==> config.mk <==
export PLATFORM = sky130hd
export DESIGN_NAME = tdm_demux4
export DESIGN_NICKNAME = d
export VERILOG_FILES = /design/src/rtl/tdm_pkg.sv /design/src/rtl/tdm_slot_counter.sv /design/src/rtl/tdm_demux4.sv
export SDC_FILE = /design/constraint.sdc
export NUM_CORES = 1
export LEC_CHECK = 0
export CAP_MARGIN = 10
export CORE_AREA = 2 2 73 75
export DETAILED_ROUTE_END_ITERATION = 7
export DIE_AREA = 0 0 75 77
export PLACE_DENSITY = 0.86
export SLEW_MARGIN = 10
export SYNTH_ARGS = -nofsm -noshare
export SYNTH_HDL_FRONTEND = slang
export SYNTH_SLANG_ARGS = --single-unit
==> constraint.sdc <==
create_clock -name clk -period 1.96 [get_ports clk]
set_input_delay 0.294 -clock clk [delete_from_list [all_inputs] [get_ports clk]]
set_output_delay 0.294 -clock clk [all_outputs]
set_load 0.05 [all_outputs]
==> src/rtl/tdm_pkg.sv <==
// Shared types and constants for the 4-slot TDM demultiplexer.
package tdm_pkg;

    typedef enum logic {
        HUNT = 1'b0,
        SYNC = 1'b1
    } state_t;

    localparam int SLOTS = 4;

    typedef logic [1:0] slot_t;

    localparam slot_t SLOT_A = 2'd0;
    localparam slot_t SLOT_B = 2'd1;
    localparam slot_t SLOT_C = 2'd2;
    localparam slot_t SLOT_D = 2'd3;

endpackage

==> src/rtl/tdm_slot_counter.sv <==
// 2-bit slot counter: clear has priority over load-to-1, which has priority over increment.
module tdm_slot_counter (
    input  logic       clk,
    input  logic       rst_n,
    input  logic       clr_i,
    input  logic       load1_i,
    input  logic       en_i,
    output logic [1:0] cnt_o
);
    import tdm_pkg::*;

    slot_t cnt_q;

    // Slot index register; increment wraps naturally from slot d back to slot a.
    always_ff @(posedge clk or negedge rst_n) begin
        if (!rst_n) begin
            cnt_q <= SLOT_A;
        end else if (clr_i) begin
            cnt_q <= SLOT_A;
        end else if (load1_i) begin
            cnt_q <= SLOT_B;
        end else if (en_i) begin
            cnt_q <= cnt_q + 2'd1;
        end else begin
            cnt_q <= cnt_q;
        end
    end

    assign cnt_o = cnt_q;

endmodule

==> src/rtl/tdm_demux4.sv <==
// Four-slot TDM demultiplexer: frame-sync hunt/lock FSM, slot holding registers
// and lane registers that update together once a whole frame has been seen.
module tdm_demux4 #(
    parameter int WIDTH = 8
) (
    input  logic             clk,
    input  logic             rst_n,
    input  logic [WIDTH-1:0] in_data,
    input  logic             in_valid,
    input  logic             frame_sync,
    output logic [WIDTH-1:0] out_a,
    output logic [WIDTH-1:0] out_b,
    output logic [WIDTH-1:0] out_c,
    output logic [WIDTH-1:0] out_d,
    output logic             out_valid,
    output logic [1:0]       cur_sel,
    output logic             locked,
    output logic             sync_err
);
    import tdm_pkg::*;

    state_t           state_q, state_d;
    slot_t            cnt_s, cap_slot_s;
    logic             cnt_clr_s, cnt_load1_s, cnt_en_s;
    logic             cap_s, err_s, done_s;
    logic [WIDTH-1:0] hold_a_q, hold_b_q, hold_c_q;
    logic [WIDTH-1:0] out_a_q, out_b_q, out_c_q, out_d_q;
    logic             out_valid_q, sync_err_q;

    tdm_slot_counter u_cnt (
        .clk     (clk),
        .rst_n   (rst_n),
        .clr_i   (cnt_clr_s),
        .load1_i (cnt_load1_s),
        .en_i    (cnt_en_s),
        .cnt_o   (cnt_s)
    );

    // A sync-marked sample is always slot a, whatever the counter says.
    assign cap_slot_s = frame_sync ? SLOT_A : cnt_s;

    // Next-state and per-sample action decode.
    always_comb begin
        state_d     = state_q;
        cnt_clr_s   = 1'b0;
        cnt_load1_s = 1'b0;
        cnt_en_s    = 1'b0;
        cap_s       = 1'b0;
        err_s       = 1'b0;
        done_s      = 1'b0;
        if (in_valid) begin
            case (state_q)
                HUNT: begin
                    if (frame_sync) begin
                        cap_s       = 1'b1;
                        cnt_load1_s = 1'b1;
                        state_d     = SYNC;
                    end else begin
                        cnt_clr_s   = 1'b1;
                    end
                end
                SYNC: begin
                    if (cnt_s == SLOT_A) begin
                        if (frame_sync) begin
                            cap_s    = 1'b1;
                            cnt_en_s = 1'b1;
                        end else begin
                            err_s     = 1'b1;
                            cnt_clr_s = 1'b1;
                            state_d   = HUNT;
                        end
                    end else if (frame_sync) begin
                        err_s       = 1'b1;
                        cap_s       = 1'b1;
                        cnt_load1_s = 1'b1;
                    end else begin
                        cap_s    = 1'b1;
                        cnt_en_s = 1'b1;
                        done_s   = (cnt_s == SLOT_D);
                    end
                end
                default: begin
                    state_d   = HUNT;
                    cnt_clr_s = 1'b1;
                end
            endcase
        end else begin
            state_d = state_q;
        end
    end

    // FSM state, slot holding registers and registered lane outputs.
    always_ff @(posedge clk or negedge rst_n) begin
        if (!rst_n) begin
            state_q     <= HUNT;
            hold_a_q    <= '0;
            hold_b_q    <= '0;
            hold_c_q    <= '0;
            out_a_q     <= '0;
            out_b_q     <= '0;
            out_c_q     <= '0;
            out_d_q     <= '0;
            out_valid_q <= 1'b0;
            sync_err_q  <= 1'b0;
        end else begin
            state_q     <= state_d;
            out_valid_q <= done_s;
            sync_err_q  <= err_s;
            if (cap_s) begin
                case (cap_slot_s)
                    SLOT_A:  hold_a_q <= in_data;
                    SLOT_B:  hold_b_q <= in_data;
                    SLOT_C:  hold_c_q <= in_data;
                    default: hold_a_q <= hold_a_q;
                endcase
            end
            // Slot d bypasses the holding bank so all lanes land in the same cycle.
            if (done_s) begin
                out_a_q <= hold_a_q;
                out_b_q <= hold_b_q;
                out_c_q <= hold_c_q;
                out_d_q <= in_data;
            end
        end
    end

    assign out_a     = out_a_q;
    assign out_b     = out_b_q;
    assign out_c     = out_c_q;
    assign out_d     = out_d_q;
    assign out_valid = out_valid_q;
    assign sync_err  = sync_err_q;
    assign cur_sel   = cnt_s;
    assign locked    = (state_q == SYNC);

endmodule

==> impl_metrics.py, run 1 <==
metrics = {
    "drt": {
        "routed_wl_um": 4440,
        "num_vias": 1450,
        "postRouteAntennaNets": 0,
        "firstDrtPassIters": 4,
        "via_per_inst": 4.98,
        "drc_errors": 0,
        "wl_per_cell_um": 15.3,
        "drt_first_iter_violations": 31,
    },
    "timing": {
        "period_minus_slack_ps": 1840,
        "worst_pin_slew_ps": 537,
        "rsz0062_at_grt": "false",
        "hold_viol": 0,
        "period_share": 0.938,
        "max_freq_mhz": 544,
        "slew_headroom": 0.641,
        "worst_slack_ps": 121,
        "finalClockSkew_ps": 9.11,
        "setup_violations": 0,
        "drv_slew": 0,
        "fin_setup_tns_ps": 0,
    },
    "grt": {
        "grt_pass1_vias": 1488,
        "grt_pass1_wl_um": 7280,
        "grt_overflow_total": 0,
        "antenna_found_initial": 0,
        "grt_usage": 0.173,
        "grt_max_degree": 62,
    },
    "synthesis": {
        "synthCells": 152,
        "synth.avg_cell_area_sq_um": 16.0,
        "ys_seq_area_frac": 0.629,
        "netlist.area_leader.share": 0.629,
        "synth.largest_area_cell": "dfrtp_1",
        "synth_common_cells": "61 x dfrtp_1, 56 x mux2_2, 6 x inv_1",
        "synthesis.area_sq_um": 2430,
        "yosys_warnings": 0,
        "synth_edf_count": 0,
        "syn_nets": 168,
        "yosysMostFrequentCell": "dfrtp_1",
        "synth_seq_cells": 61,
        "synth_area_leaders": "dfrtp_1 63%, mux2_2 26%, ha_1 2.1%, buf_6 1.4%, inv_1 0.93%",
        "synth-async-reset-ratio": 1.00,
        "yosysUniqueCellTypes": 22,
        "ys.flop_type": "dfrtp_1",
    },
    "worst_setup_path": {
        "crit_chain": "clkdlybuf4s50_1",
        "cp_slowest_stage_delay_ps": 830,
        "worstPathBufferInverterCount": 1,
        "startpoint_type": "flop",
        "worst_ep_required_time_ps": 1670,
        "slowest_stage": "clkdlybuf4s50_1",
        "critical_path_arrival_ps": 1540,
        "cp_max_fo": 2,
        "crit_family": "buffers and inverters",
        "crit_type": "reg2out",
        "endpoint_kind": "output pin",
    },
    "floorplan": {
        "die_h_um": 77,
        "core_area_sq_um": 4980,
        "fp.dieArea_sq_um": 5780,
        "ioPinCount": 49,
        "die_w_um": 75,
        "rows": 26,
        "start_util": 0.488,
    },
    "power_and_ir_drop": {
        "p_leak_nw": 1.51,
        "p_int_mw": 3.04,
        "clkPwrFrac": 0.208,
        "vdd.ir_drop.worst_mv": 0.969,
        "power.share.combinational": 0.407,
        "power_frac_seq": 0.385,
        "p_sw_mw": 1.87,
        "swShare": 0.382,
        "power_density_nw_per_um2": 1520,
    },
    "placed_design": {
        "preCtsSetupSlack_ps": 75.5,
        "hpwl_um": 2850,
        "gp_congestion": 0.763,
        "portBuffers": 48,
    },
    "clock_tree": {
        "path_clk_slew_ps": 60,
        "clkSinkCount": 61,
        "cts_tree": "yes",
        "cts_buffers": 9,
        "clock-root-buffer": "clkbuf_8",
        "clock_latency_ps": 340,
        "cts_max_level": 3,
        "clockBufferDepth": 2,
    },
    "layout": {
        "syn2layout_area_growth_pct": 33.2,
        "drive_gt1_frac": 0.398,
        "insertedDiodeCount": 0,
        "layout.nets": 232,
    },
    "hold_path": {
        "hp-class": "in2async",
    },
    "job": {
        "cap_violations": 0,
    },
    "outcome": {
        "status": "finished clean",
    },
}
timing repair:
action,in CTS,in global routing
buffers inserted,0,2
pin swaps,0,1
endpoints found under the hold margin,61,0
setup endpoints to repair,2,2
hold buffers,1,0
resized for setup,2,1
through the flow:
step	power [mW]	area, sq um	cells	utilization	hold WS (ps)
2_1_floorplan	3.24	2430	152	-	-1.59
3_3_place_gp	3.88	3020	272	0.607	319
3_5_place_dp	3.93	3020	272	0.607	322
4_1_cts	4.96	3220	289	0.647	490
5_1_grt	5.18	3240	291	0.650	517
6_report	4.91	3240	291	0.650	495
registers in the layout, indices dropped and copies added, names as in the netlist, 2 cells and up:
name         count
hold_a_q         8
hold_b_q         8
hold_c_q         8
out_a            8
out_b            8
out_c            8
out_d            8
u_cnt.cnt_o      2
worst paths after layout:
| check | slack, ps | end | start | depth (start not counted) |
|---|---|---|---|---|
| worst min-delay path | 490 | out_a[4]$_DFFE_PN0P_ | rst_n | 3 |
| max in group asynchronous | 1200 | u_cnt.cnt_o[0]$_DFFE_PN0P_ | rst_n | 3 |
| worst max-delay path | 120 | out_c[0] | out_c[0]$_DFFE_PN0P_ | 1 |
| worst min register to register | 490 | out_b[5]$_DFFE_PN0P_ | hold_b_q[5]$_DFFE_PN0P_ | 1 |
| min in group clk | 500 | out_b[5]$_DFFE_PN0P_ | hold_b_q[5]$_DFFE_PN0P_ | 1 |
| worst max register to register | 200 | hold_a_q[6]$_DFFE_PN0P_ | u_cnt.cnt_o[0]$_DFFE_PN0P_ | 6 |
area by class of cell:
type	instances	area (sq um)
repair buffers	57	571
fillers	372	1740
clock inverters	3	18.8
multi-input cells	81	838
clock buffers	13	169
flip-flops and latches	61	1530
well taps	70	87.6
inverters	6	22.5
per-layer routing:
metal  up-vias  track usage  wire length [um]
met1       734        0.224              1970
li1        673            -                 -
met3         2       0.0986               317
met5         -            0                 0
met4         0       0.0482                11
met2        41        0.249              2140
kinds of logic after synthesis:
| group | count (synthesis) | share of synthesized area |
|---|---|---|
| AOI/OAI and AO/OA | 8 | 0.0227 |
| adders and majority gates | 4 | 0.0206 |
| buffers and inverters | 10 | 0.0263 |
| DFF | 61 | 0.629 |
| muxes | 56 | 0.260 |
| and+or+nand+nor | 13 | 0.0422 |
layout by cell type (no fill, tap or decap), types with 2 or more instances in the layout:
cell type / n
mux2_2: 56
nand3_2: 2
dfrtp_2: 2
clkinv_2: 2
dlygate4sd2_1: 2
o21ai_0: 2
inv_1: 6
buf_4: 6
nand3_1: 2
dfrtp_1: 59
clkbuf_8: 12
nand2_1: 3
clkdlybuf4s50_1: 44
buf_12: 2
ha_1: 4
tightest hold or removal path: cells and delay by family:
kind | cells | cell delay (ps)
buf+inv | 3 | 930
power groups by stage:
stage          combinational [mW]  sequential, mW  clock [mW]
5_1_grt                      2.11            1.95        1.11
2_1_floorplan               0.564            2.67           0
6_report                     2.00            1.89        1.02
3_5_place_dp                 2.02            1.92           0
4_1_cts                      2.01            1.90        1.06
3_3_place_gp                 1.98            1.90           0
(Power assumes the default switching activity.)
==> inputs of run 2 (changes only) <==
--- a/config.mk
+++ b/config.mk
@@ -6,10 +6,11 @@
 export NUM_CORES = 1
 export LEC_CHECK = 0
 export CAP_MARGIN = 10
-export CORE_AREA = 2 2 73 75
+export CORE_AREA = 2 2 67 69
 export DETAILED_ROUTE_END_ITERATION = 7
-export DIE_AREA = 0 0 75 77
-export PLACE_DENSITY = 0.86
+export DIE_AREA = 0 0 69 71
+export DONT_BUFFER_PORTS = 1
+export PLACE_DENSITY = 0.84
 export SLEW_MARGIN = 10
 export SYNTH_ARGS = -nofsm -noshare
 export SYNTH_HDL_FRONTEND = slang
==> run 2 against run 1 <==
Against the previous run:
- critical path depth grew 4
- flip-flop and latch count did not move
- final cell count decreased by 24%
- clock skew is 5.1 ps higher
- sequential power is 41% higher
- combinational power fell by 58%
- sequential share of layout area increased by 8.4 points
- power shrank 6.2%
- maximum frequency fell by 3.8%
- die area down 15%
- routed wire length decreased by 1.6%
- count of clock-buffer cells in the layout rose by 2
- critical path type is now reg2reg
- largest power group is now registers
==> impl_metrics.py, run 2 (synthesized netlist as in run 1, its figures left out) <==
metrics = {
    "floorplan": {
        "die_w_um": 69,
        "rows": 24,
        "ioPinCount": 49,
        "core_area_sq_um": 4200,
        "fp.dieArea_sq_um": 4900,
        "die_h_um": 71,
        "start_util": 0.578,
    },
    "job": {
        "cap_violations": 0,
    },
    "grt": {
        "grt_overflow_total": 0,
        "antenna_found_initial": 0,
        "grt_pass1_vias": 1489,
        "grt_usage": 0.198,
        "grt_max_degree": 62,
        "grt_pass1_wl_um": 7250,
    },
    "drt": {
        "wl_per_cell_um": 19.7,
        "via_per_inst": 5.74,
        "drt_first_iter_violations": 25,
        "postRouteAntennaNets": 0,
        "drc_errors": 0,
        "num_vias": 1274,
        "routed_wl_um": 4370,
        "firstDrtPassIters": 4,
    },
    "layout": {
        "final_cell_mix": "59 x dfrtp_1, 56 x mux2_2, 11 x clkbuf_8, 6 x inv_1",
        "layout_commonest_cell": "dfrtp_1",
        "syn2layout_area_growth_pct": 13.0,
        "fin_util": 0.653,
        "layout.nets": 181,
        "insertedDiodeCount": 0,
        "drive_gt1_frac": 0.482,
    },
    "hold_path": {
        "hp-class": "in2reg",
    },
    "timing": {
        "hold_viol": 0,
        "setup_violations": 0,
        "max_freq_mhz": 523,
        "slew_headroom": 0.661,
        "period_minus_slack_ps": 1910,
        "worst_hold_slack_ps": 81.0,
        "drv_slew": 0,
        "worst_pin_slew_ps": 508,
        "finalClockSkew_ps": 14.2,
        "period_share": 0.975,
        "worst_slack_ps": 49.1,
        "rsz0062_at_grt": "true",
    },
    "worst_setup_path": {
        "crit_family": "simple AND/OR/NAND/NOR gates",
        "cp_max_fo": 8,
        "crit_chain": "inv_1 -> ha_1 -> and4bb_2 -> nand3_2 -> mux2_2",
        "crit_type": "reg2reg",
        "slowest_stage": "dfrtp_2",
        "worstPathBufferInverterCount": 1,
        "worst_ep_required_time_ps": 2160,
        "critical_path_arrival_ps": 2110,
        "cp_slowest_stage_delay_ps": 440,
        "startpoint_type": "flop",
        "endpoint_kind": "flop",
    },
    "clock_tree": {
        "cts_setup_buffers": 0,
        "cts_tree": "yes",
        "clock-root-buffer": "clkbuf_8",
        "cts_max_level": 3,
        "clkSinkCount": 61,
        "clock_latency_ps": 330,
        "clockBufferDepth": 2,
        "path_clk_slew_ps": 70,
        "cts_buffers": 9,
    },
    "power_and_ir_drop": {
        "vdd.ir_drop.worst_mv": 0.763,
        "power_frac_seq": 0.579,
        "power_density_nw_per_um2": 1680,
        "p_sw_mw": 1.83,
        "p_int_mw": 2.77,
        "power.share.combinational": 0.184,
        "clkPwrFrac": 0.237,
        "p_leak_nw": 1.30,
        "swShare": 0.398,
    },
    "placed_design": {
        "preCtsSetupSlack_ps": -54.2,
        "gp_congestion": 0.778,
        "hpwl_um": 3000,
        "portBuffers": 0,
    },
    "outcome": {
        "status": "finished clean",
    },
}
-- run 2: layer usage --
| metal | vias to the layer above | track usage | wire [um] |
|---|---|---|---|
| met4 | 0 | 0.111 | 113 |
| met5 | - | 0 | 0 |
| li1 | 566 | - | - |
| met3 | 15 | 0.0983 | 297 |
| met2 | 42 | 0.314 | 2240 |
| met1 | 651 | 0.218 | 1720 |
-- run 2: what timing repair did --
item,CTS,global route
endpoints found under the setup margin,8,16
hold buffers,2,0
cloned,0,0
gates resized for setup,1,1
hold endpoints to repair,61,0
-- run 2: worst paths after layout --
check / endpoint / from / cells past startpoint / slack [ps]
setup / recovery: hold_c_q[4]$_DFFE_PN0P_ / u_cnt.cnt_o[0]$_DFFE_PN0P_ / 5 / 50
hold / removal: sync_err$_DFF_PN0_ / in_valid / 2 / 80
setup reg to reg: hold_c_q[4]$_DFFE_PN0P_ / u_cnt.cnt_o[0]$_DFFE_PN0P_ / 5 / 50
hold reg to reg: hold_c_q[5]$_DFFE_PN0P_ / hold_c_q[5]$_DFFE_PN0P_ / 1 / 500
max in group asynchronous: u_cnt.cnt_o[1]$_DFFE_PN0P_ / rst_n / 2 / 1200
min in group asynchronous: locked$_DFFE_PN0P_ / rst_n / 2 / 500
-- run 2: cell type report --
class / instances / area [sq um]
clock buffer: 15 / 166
clock inverter: 1 / 30.0
fill: 310 / 1460
inverter: 6 / 22.5
multi-input combinational: 81 / 852
sequential: 61 / 1530
tap: 52 / 65.1
timing repair buffer: 6 / 80.1
-- run 2: metrics by stage --
| step | TNS, ps | instances | area (sq um) | total power [mW] |
|---|---|---|---|---|
| 3_5_place_dp | -362 | 204 | 2500 | 3.50 |
| 5_1_grt | -204 | 222 | 2750 | 4.81 |
| 6_report | 0 | 222 | 2750 | 4.61 |
| 3_3_place_gp | 0 | 204 | 2500 | 3.38 |
| 4_1_cts | 0 | 222 | 2740 | 4.64 |
| 2_1_floorplan | 0 | 152 | 2430 | 3.24 |
-- run 2: power by group through the flow --
| stage | clock network (mW) | registers [mW] | logic [mW] |
|---|---|---|---|
| 2_1_floorplan | 0 | 2.67 | 0.564 |
| 3_3_place_gp | 0 | 2.65 | 0.730 |
| 3_5_place_dp | 0 | 2.69 | 0.808 |
| 4_1_cts | 1.12 | 2.67 | 0.854 |
| 5_1_grt | 1.17 | 2.72 | 0.922 |
| 6_report | 1.09 | 2.67 | 0.849 |
